==> src/rtl/psm_ascii_pkg.sv <==
// Shared constants for the ASCII state-name encoder: sm_psm codes, name table,
// control bytes and the encoder FSM encoding.
package psm_ascii_pkg;

  localparam int unsigned NAME_CHARS = 6;
  localparam int unsigned NAME_W     = 8 * NAME_CHARS;

  localparam logic [2:0] PSM_IDL = 3'd0;
  localparam logic [2:0] PSM_RST = 3'd6;
  localparam logic [2:0] PSM_ZOT = 3'd7;

  // First character of a name lands in the most significant byte.
  localparam logic [NAME_W-1:0] NAME_IDL = "psmidl";
  localparam logic [NAME_W-1:0] NAME_RST = "psmrst";
  localparam logic [NAME_W-1:0] NAME_ZOT = "psmzot";

  localparam logic [7:0] CH_TERM = 8'h0A;
  localparam logic [7:0] CH_CR   = 8'h0D;
  localparam logic [7:0] CH_US   = 8'h5F;

  localparam logic [1:0] ST_COLLECT = 2'd0;
  localparam logic [1:0] ST_DISCARD = 2'd1;
  localparam logic [1:0] ST_HOLD    = 2'd2;

  function automatic logic [7:0] fold_case(input logic [7:0] c);
    if (c >= 8'h41 && c <= 8'h5A) return c + 8'h20;
    return c;
  endfunction

endpackage

==> src/rtl/psm_name_match.sv <==
// Combinational name-table lookup; add new state names here.
module psm_name_match
  import psm_ascii_pkg::*;
(
  input  logic [NAME_W-1:0] buffer,
  input  logic [2:0]        count,
  output logic              hit,
  output logic [2:0]        code
);

  always_comb begin
    hit  = 1'b0;
    code = '0;
    if (count == 3'(NAME_CHARS)) begin
      case (buffer)
        NAME_IDL: begin hit = 1'b1; code = PSM_IDL; end
        NAME_RST: begin hit = 1'b1; code = PSM_RST; end
        NAME_ZOT: begin hit = 1'b1; code = PSM_ZOT; end
        default:  begin hit = 1'b0; code = '0;      end
      endcase
    end
  end

endmodule

==> src/rtl/psm_ascii_encode.sv <==
// ASCII state-name to sm_psm code encoder: folds/filters console bytes, collects
// one line, looks it up and holds the result until the consumer takes it.
module psm_ascii_encode
  import psm_ascii_pkg::*;
#(
  parameter int unsigned MAX_CHARS = 6,
  parameter logic [7:0]  TERM      = 8'h0A
) (
  input  logic       clk,
  input  logic       reset_l,
  input  logic       in_valid,
  output logic       in_ready,
  input  logic [7:0] in_data,
  output logic       out_valid,
  input  logic       out_ready,
  output logic [2:0] out_code,
  output logic       out_err
);

  localparam logic [2:0] MAX_CNT = 3'(MAX_CHARS);

  logic [1:0]        state_q, state_d;
  logic [2:0]        cnt_q, cnt_d;
  logic [NAME_W-1:0] buf_q, buf_d;
  logic              rdy_q, rdy_d;
  logic              cmp_q, cmp_d;
  logic              vld_q, vld_d;
  logic [2:0]        code_q, code_d;
  logic              err_q, err_d;

  logic [7:0] byte_f;
  logic       accept, is_term, is_drop;
  logic       hit;
  logic [2:0] m_code;

  psm_name_match u_match (
    .buffer (buf_q),
    .count  (cnt_q),
    .hit    (hit),
    .code   (m_code)
  );

  assign byte_f  = fold_case(in_data);
  assign accept  = in_valid & rdy_q;
  assign is_term = (byte_f == TERM);
  assign is_drop = (byte_f == CH_US) || (byte_f == CH_CR);

  // cmp_q marks the cycle after TERM was taken: the lookup result is registered
  // then, with in_ready already low so no byte can slip in before HOLD.
  always_comb begin
    state_d = state_q;
    cnt_d   = cnt_q;
    buf_d   = buf_q;
    rdy_d   = rdy_q;
    cmp_d   = 1'b0;
    vld_d   = vld_q;
    code_d  = code_q;
    err_d   = err_q;
    case (state_q)
      ST_COLLECT: begin
        if (cmp_q) begin
          vld_d   = 1'b1;
          code_d  = hit ? m_code : PSM_IDL;
          err_d   = ~hit;
          state_d = ST_HOLD;
        end else begin
          rdy_d = 1'b1;
          if (accept) begin
            if (is_term) begin
              if (cnt_q != '0) begin
                cmp_d = 1'b1;
                rdy_d = 1'b0;
              end
            end else if (!is_drop) begin
              if (cnt_q == MAX_CNT) begin
                state_d = ST_DISCARD;
              end else begin
                buf_d = {buf_q[NAME_W-9:0], byte_f};
                cnt_d = cnt_q + 3'd1;
              end
            end
          end
        end
      end
      ST_DISCARD: begin
        if (cmp_q) begin
          vld_d   = 1'b1;
          code_d  = '0;
          err_d   = 1'b1;
          state_d = ST_HOLD;
        end else begin
          rdy_d = 1'b1;
          if (accept && is_term) begin
            cmp_d = 1'b1;
            rdy_d = 1'b0;
          end
        end
      end
      ST_HOLD: begin
        rdy_d = 1'b0;
        if (vld_q && out_ready) begin
          vld_d   = 1'b0;
          cnt_d   = '0;
          buf_d   = '0;
          rdy_d   = 1'b1;
          state_d = ST_COLLECT;
        end
      end
      default: begin
        state_d = ST_COLLECT;
        rdy_d   = 1'b0;
      end
    endcase
  end

  always_ff @(posedge clk or negedge reset_l) begin
    if (!reset_l) begin
      state_q <= ST_COLLECT;
      cnt_q   <= '0;
      buf_q   <= '0;
      rdy_q   <= 1'b0;
      cmp_q   <= 1'b0;
      vld_q   <= 1'b0;
      code_q  <= '0;
      err_q   <= 1'b0;
    end else begin
      state_q <= state_d;
      cnt_q   <= cnt_d;
      buf_q   <= buf_d;
      rdy_q   <= rdy_d;
      cmp_q   <= cmp_d;
      vld_q   <= vld_d;
      code_q  <= code_d;
      err_q   <= err_d;
    end
  end

  assign in_ready  = rdy_q;
  assign out_valid = vld_q;
  assign out_code  = code_q;
  assign out_err   = err_q;

endmodule

==> config.mk <==
export PLATFORM = sky130hd
export DESIGN_NAME = psm_ascii_encode
export DESIGN_NICKNAME = d
export VERILOG_FILES = /design/src/rtl/psm_ascii_pkg.sv /design/src/rtl/psm_name_match.sv /design/src/rtl/psm_ascii_encode.sv
export SDC_FILE = /design/constraint.sdc
export NUM_CORES = 1
export LEC_CHECK = 0
export CAP_MARGIN = 20
export CORE_MARGIN = 2
export CORE_UTILIZATION = 28
export DETAILED_ROUTE_END_ITERATION = 6
export GPL_ROUTABILITY_DRIVEN = 1
export PLACE_DENSITY = 0.55
export SYNTH_ARGS = -nofsm -noshare
export SYNTH_HDL_FRONTEND = slang
export SYNTH_HIERARCHICAL = 1
export SYNTH_SLANG_ARGS = --single-unit
==> constraint.sdc <==
create_clock -name clk -period 2.64 [get_ports clk]
set_input_delay 0.528 -clock clk [delete_from_list [all_inputs] [get_ports clk]]
set_output_delay 0.528 -clock clk [all_outputs]
set_load 0.005 [all_outputs]
# ---- Word level (Yosys, flattened, before mapping)
# Cells that the tools add are included.
dict set report op_classes {
  bitwise 2
  add_sub_neg 2
  n_mux 53
  n_reduce_logical 16
  n_eq_ne 23
  n_lt_le_gt_ge 2
}
# operator count
set ops {}
lappend ops {{$mux W48} 6}
lappend ops {{$eq A48 B47 Y1 const B} 3}
lappend ops {{$pmux W48 S2} 1}
lappend ops {{$mux W3} 10}
lappend ops {{$mux W1} 19}
lappend ops {{$ne A2 B2 Y1 const B} 9}
lappend ops {{$pmux W3 S2} 3}
lappend ops {{$eq A8 B4 Y1 const B} 2}
lappend ops {{$mux W8} 2}
lappend ops {{$mux W2} 7}
lappend ops {{$ne A3 B3 Y1 const B} 4}
lappend ops {{$add A8 B6 Y8 const B} 1}
lappend ops {{$eq A8 B7 Y1 const B} 1}
lappend ops {{$ge A8 B7 Y1 const B} 1}
lappend ops {{$le A8 B7 Y1 const B} 1}
lappend ops {{$reduce_and A7 Y1} 1}
lappend ops {{$pmux W1 S2} 3}
lappend ops {{$pmux W2 S3} 1}
lappend ops {{$reduce_and A3 Y1} 2}
lappend ops {{$reduce_and A6 Y1} 1}
lappend ops {{$reduce_bool A2 Y1} 3}
lappend ops {{$add A3 B1 Y3 const B} 1}
lappend ops {{$eq A3 B3 Y1 const B} 1}
lappend ops {{$logic_and A1 B1 Y1} 3}
lappend ops {{other kinds (12)} 12}
dict set report totals {
  wordCells 106
  regBits 60
  inputBits 12
}

# ---- Logic depth before layout (Yosys ltp)
dict set report logic_depth {
  depth_word 11
  mapped_depth 7
  depth_no_buf 6
}

# ---- Modules after synthesis
# Netlist, hierarchy kept.
# module instances area_per_inst_um2 cells_each
set by_module_without_submodules {}
lappend by_module_without_submodules {psm_ascii_encode 1 2438.6 180}
lappend by_module_without_submodules {psm_name_match 1 240.2 32}

# ---- Worst setup path before layout
# No wires, ideal clock.
dict set report synth_timing {
  kind {input-to-reg}
  from {input in_data[0]}
  to {register cnt_q[0]}
  cell_stages 6
  arrival_ns 1.952
  slack_ns 0.563
  required_time_ns 2.515
  cell_sequence {or3_1 -> or3b_4 -> a21oi_4 -> nor3_2 -> buf_6 -> mux2_2}
}
dict set report synth_between {
  elab_chain_cells 8
  word_cells_on_any_way 14
  classes_between {add/sub (1); order compare (2); eq/ne (5); mux (3); reduce/logical (3)}
}
# item line
set synth_rtl {}
lappend synth_rtl {{from (decl)} psm_ascii_encode.sv:13} ;# input logic [7:0] in_data,
lappend synth_rtl {{$ge A8 B7 Y1 / $le A8 B7 Y1 (equally long branches)} psm_ascii_pkg.sv:26} ;# if (c >= 8'h41 && c <= 8'h5A) return c + 8'h20;
lappend synth_rtl {{$logic_and A1 B1 Y1} psm_ascii_pkg.sv:26}
lappend synth_rtl {{$mux W1} psm_ascii_pkg.sv:26}
lappend synth_rtl {{$mux W8 (*)} psm_ascii_pkg.sv:27} ;# return c;
lappend synth_rtl {{$eq A8 B7 Y1 / $eq A8 B4 Y1 (equally long branches)} psm_ascii_encode.sv:46} ;# assign is_drop = (byte_f == CH_US) || (byte_f == CH_CR);
lappend synth_rtl {{$logic_or A1 B1 Y1} psm_ascii_encode.sv:46}
lappend synth_rtl {{$ne A2 B2 Y1 (no source line)} --}
lappend synth_rtl {{$reduce_and A7 Y1 (no source line) (*)} --}
lappend synth_rtl {{to (signal assigned)} psm_ascii_encode.sv:128} ;# cnt_q <= cnt_d;
lappend synth_rtl {{to (decl)} psm_ascii_encode.sv:23} ;# logic [2:0] cnt_q, cnt_d;
# Every way passes the cells marked *; elsewhere a longest branch is shown, timed or not. The select of a mux whose other input is x is not followed.
# A chain may end at the register's enable or synchronous reset.

# ---- Worst setup path after layout
dict set report layout_timing {
  from {register buf_q[7]}
  to {register code_q[1], in the netlist out_code[1]}
}
dict set report layout_between {
  elab_chain_cells 7
  word_cells_on_any_way 11
  classes_between {eq/ne (3); mux (7); reduce/logical (1)}
}
# item line
set layout_rtl {}
lappend layout_rtl {{from (decl)} psm_ascii_encode.sv:24} ;# logic [NAME_W-1:0] buf_q, buf_d;
lappend layout_rtl {{from (signal assigned)} psm_ascii_encode.sv:129} ;# buf_q <= buf_d;
lappend layout_rtl {{$eq A48 B47 Y1} psm_name_match.sv:15} ;# case (buffer)
lappend layout_rtl {{$reduce_or A3 Y1 (no source line) (*)} --}
lappend layout_rtl {{$mux W1 (*)} psm_name_match.sv:15}
lappend layout_rtl {{$mux W1 (*)} psm_name_match.sv:14} ;# if (count == 3'(NAME_CHARS)) begin
lappend layout_rtl {{named net hit} psm_ascii_encode.sv:33} ;# logic hit;
lappend layout_rtl {{$mux W3 (*)} psm_ascii_encode.sv:63} ;# code_d = hit ? m_code : PSM_IDL;
lappend layout_rtl {{$mux W3 (*)} psm_ascii_encode.sv:61} ;# if (cmp_q) begin
lappend layout_rtl {{$pmux W3 S2 (*)} psm_ascii_encode.sv:59} ;# case (state_q)
lappend layout_rtl {{to (signal assigned)} psm_ascii_encode.sv:133} ;# code_q <= code_d;
lappend layout_rtl {{to (decl)} psm_ascii_encode.sv:28} ;# logic [2:0] code_q, code_d;
# The timed path passes the listed nets; every way through them passes the cells marked *. The select of a mux whose other input is x is not followed.

==> out/metrics.cfg <==
[status]
status = finished, final reports clean

[synth]
ys_warn_count = 6
synth-edff-count = 0
synth_compound_area_share_pct = 22.5
synthMuxAreaShare_pct = 0.420
yosys.area_share.simple_pct = 14.6
synth-xor-area-share_pct = 0
synthesis.area_um2 = 2680
yosysSeqAreaShare_pct = 56.0
syn_nets = 228
ys_top_cells_by_count = dfrtp_1, a22o_1, nand2_1
synth_flop_cell = dfrtp_1
synth_top_family_by_area = compound AO/OA/AOI/OAI gates
ys_types = 44
yosys_register_bits = 60
yosysTopAreaCellShare_pct = 56.0
yosysTopAreaCell = dfrtp_1
async_flop_share_pct = 100
synthCells = 212
synthAdderAreaFrac_pct = 1.87
yosysMostFrequentCell = dfrtp_1
avgSynthCellArea_um2 = 12.6
synthTopCellsByArea = dfrtp_1, a22o_1, buf_6

[grt]
grt_pass1_vias = 1802
grt_max_degree = 36
grt_pass1_wl_um = 9070
grt_usage_pct = 11.5
antenna_found_initial = 0
grt_overflow_total = 0

[timing]
hold_violations = 0
skew_ns = 0.00409
max_freq_ghz = 0.427
worst_slack_ns = 0.297
max_slew.worst_pin.slew_ns = 0.639
maxSlewViolCount = 0
fin_setup_tns_ns = 0
period_needed_ns = 2.34
setup_viol = 0
period_share_pct = 88.8
slew_headroom_pct = 57.4
rsz0062_at_grt = false

[place]
placed_cells = 357
post-place-ws_ns = 0.0110
dp_hpwl_um = 3810
gp_congestion = 0.840
numPortBuffers = 17

[routing]
wire_per_inst_um = 14.6
wirelength_um = 5440
drtIter0Drc = 116
firstDrtPassIters = 4
routed.top_layer = met4
wl_met3_um = 272
remaining_drc_errors = 0
wl_met2_um = 2390
num_vias = 1831
postRouteAntennaNets = 0
met1_length_um = 2680
via_per_inst = 4.91

[floorplanning]
dieArea_um2 = 10400
io_pins = 18
fp.dieH_um = 102
start_util_pct = 29.0
die_w_um = 102
row_count = 35
core_area_um2 = 9240

[setup_path]
critPathMaxFanout = 4
worst-endpoint-arrival_ns = 2.62
endpoint_kind = flip-flop
slowest_stage = or4_4
path_cells = nor4bb_1, nand3_1, or4_4, a21oi_2, nor3b_1, a22o_1
critical_path_required_ns = 2.92
critPathMaxStageDelay_ns = 0.56
worstSetupPathType = flip-flop to flip-flop
worstSetupStartpointType = flip-flop

[power]
powerDensity_nw_per_um2 = 1060
power.total_w = 0.00343
p_leak_nw = 1.37
worst_ir_drop_vdd_mv = 0.523

[run]
drv_cap = 0

[clock_network]
clock-root-buffer = clkbuf_8
cts_setup_buffers = 0
htreeDepth = 3
numClockSinks = 60
clockBufferDepth = 2
tritoncts = built
ctsHoldBuffers = 0
clk_pin_slew_ns = 0.07
insertion_delay_ns = 0.34
cts-resized-gates = 0
cts_buffers = 9

[layout]
nNetsFinal = 255
area_growth_pct = 20.5
final_cells = 373
diodes = 0
layout-drive-gt1-share_pct = 15.2
final_util_pct = 34.9
nFillCells = 916

[worst_hold_path]
min_path_type = input pin to async pin

[cells by family (layout without fill, tap and decap cells)]
kind of cell | after synthesis | count (layout)
AOI/OAI and AO/OA | 70 | 70
and+or+nand+nor | 59 | 59
buffers and inverters | 18 | 50
muxes | 1 | 1
adders and majority gates | 4 | 4
DFF | 60 | 60
[where the power goes]
group,internal [W],switching [W]
combinational,0.000639,0.000506
clock,0.000363,0.000356
sequential,0.00125,0.000317
total,0.00225,0.00118
[cell usage in the layout (no fill, tap or decap), drive strengths merged, types with 3 or more instances in the layout]
master / instances
a21oi: 5
a22o: 51
and4bb: 3
buf: 12
clkbuf: 12
clkdlybuf4s50: 16
dfrtp: 60
ha: 4
inv: 6
nand2: 10
nand2b: 5
nand3: 3
nand3b: 3
nand4b: 4
nor2: 8
nor3: 7
nor4: 3
nor4b: 3
o21ai: 3
[through the flow]
stage	hold WS, ns	area, um^2
floorplan	0.232	2680
global placement	0.487	3060
detailed placement	0.490	3060
CTS	0.227	3230
global route	0.248	3230
finish	0.206	3230
[area by class of cell]
| cell class | instances | area (um^2) | share of cell area (%) |
|---|---|---|---|
| clock buffer | 12 | 145 | 4.50 |
| inverter | 6 | 22.5 | 0.698 |
| tap | 129 | 161 | 5.00 |
| sequential | 60 | 1500 | 46.5 |
| multi-input combinational | 134 | 1060 | 32.9 |
| clock inverter | 4 | 25.0 | 0.775 |
| timing repair buffer | 28 | 310 | 9.61 |
[critical path: cells and delay by family, from the launching register on]
kind / cells / cell delay, ns
and+or+nand+nor: 4 / 1.59
DFF: 1 / 0.40
AOI/OAI and AO/OA: 2 / 0.30
[sequential cells by signal (all words and copies together), names as in the netlist]
| name | cells |
|---|---|
| cmp_q | 1 |
| cnt_q | 3 |
| state_q | 2 |
| out_err | 1 |
| buf_q | 48 |
| in_ready | 1 |
| out_valid | 1 |
| out_code | 3 |
[final timing paths]
path                                      endpoint  depth (start not counted)                  start  slack, ns
max reg2reg                out_code[1]$_DFFE_PN0P_                          6   buf_q[7]$_DFFE_PN0P_       0.30
min reg2reg                  buf_q[46]$_DFFE_PN0P_                          1  buf_q[46]$_DFFE_PN0P_       0.50
min in group clk             buf_q[46]$_DFFE_PN0P_                          1  buf_q[46]$_DFFE_PN0P_       0.50
max in group asynchronous     buf_q[2]$_DFFE_PN0P_                          2                reset_l       1.83
max                        out_code[1]$_DFFE_PN0P_                          6   buf_q[7]$_DFFE_PN0P_       0.30
min                          buf_q[44]$_DFFE_PN0P_                          1                reset_l       0.21
[metal layers]
layer / global-route usage (%) / up-vias
met2: 16.6 / 33
met5: 0 / -
met3: 4.58 / 8
met4: 4.00 / 0
li1: - / 882
met1: 15.6 / 908
Note: power is estimated with default switching activity, not from simulation.
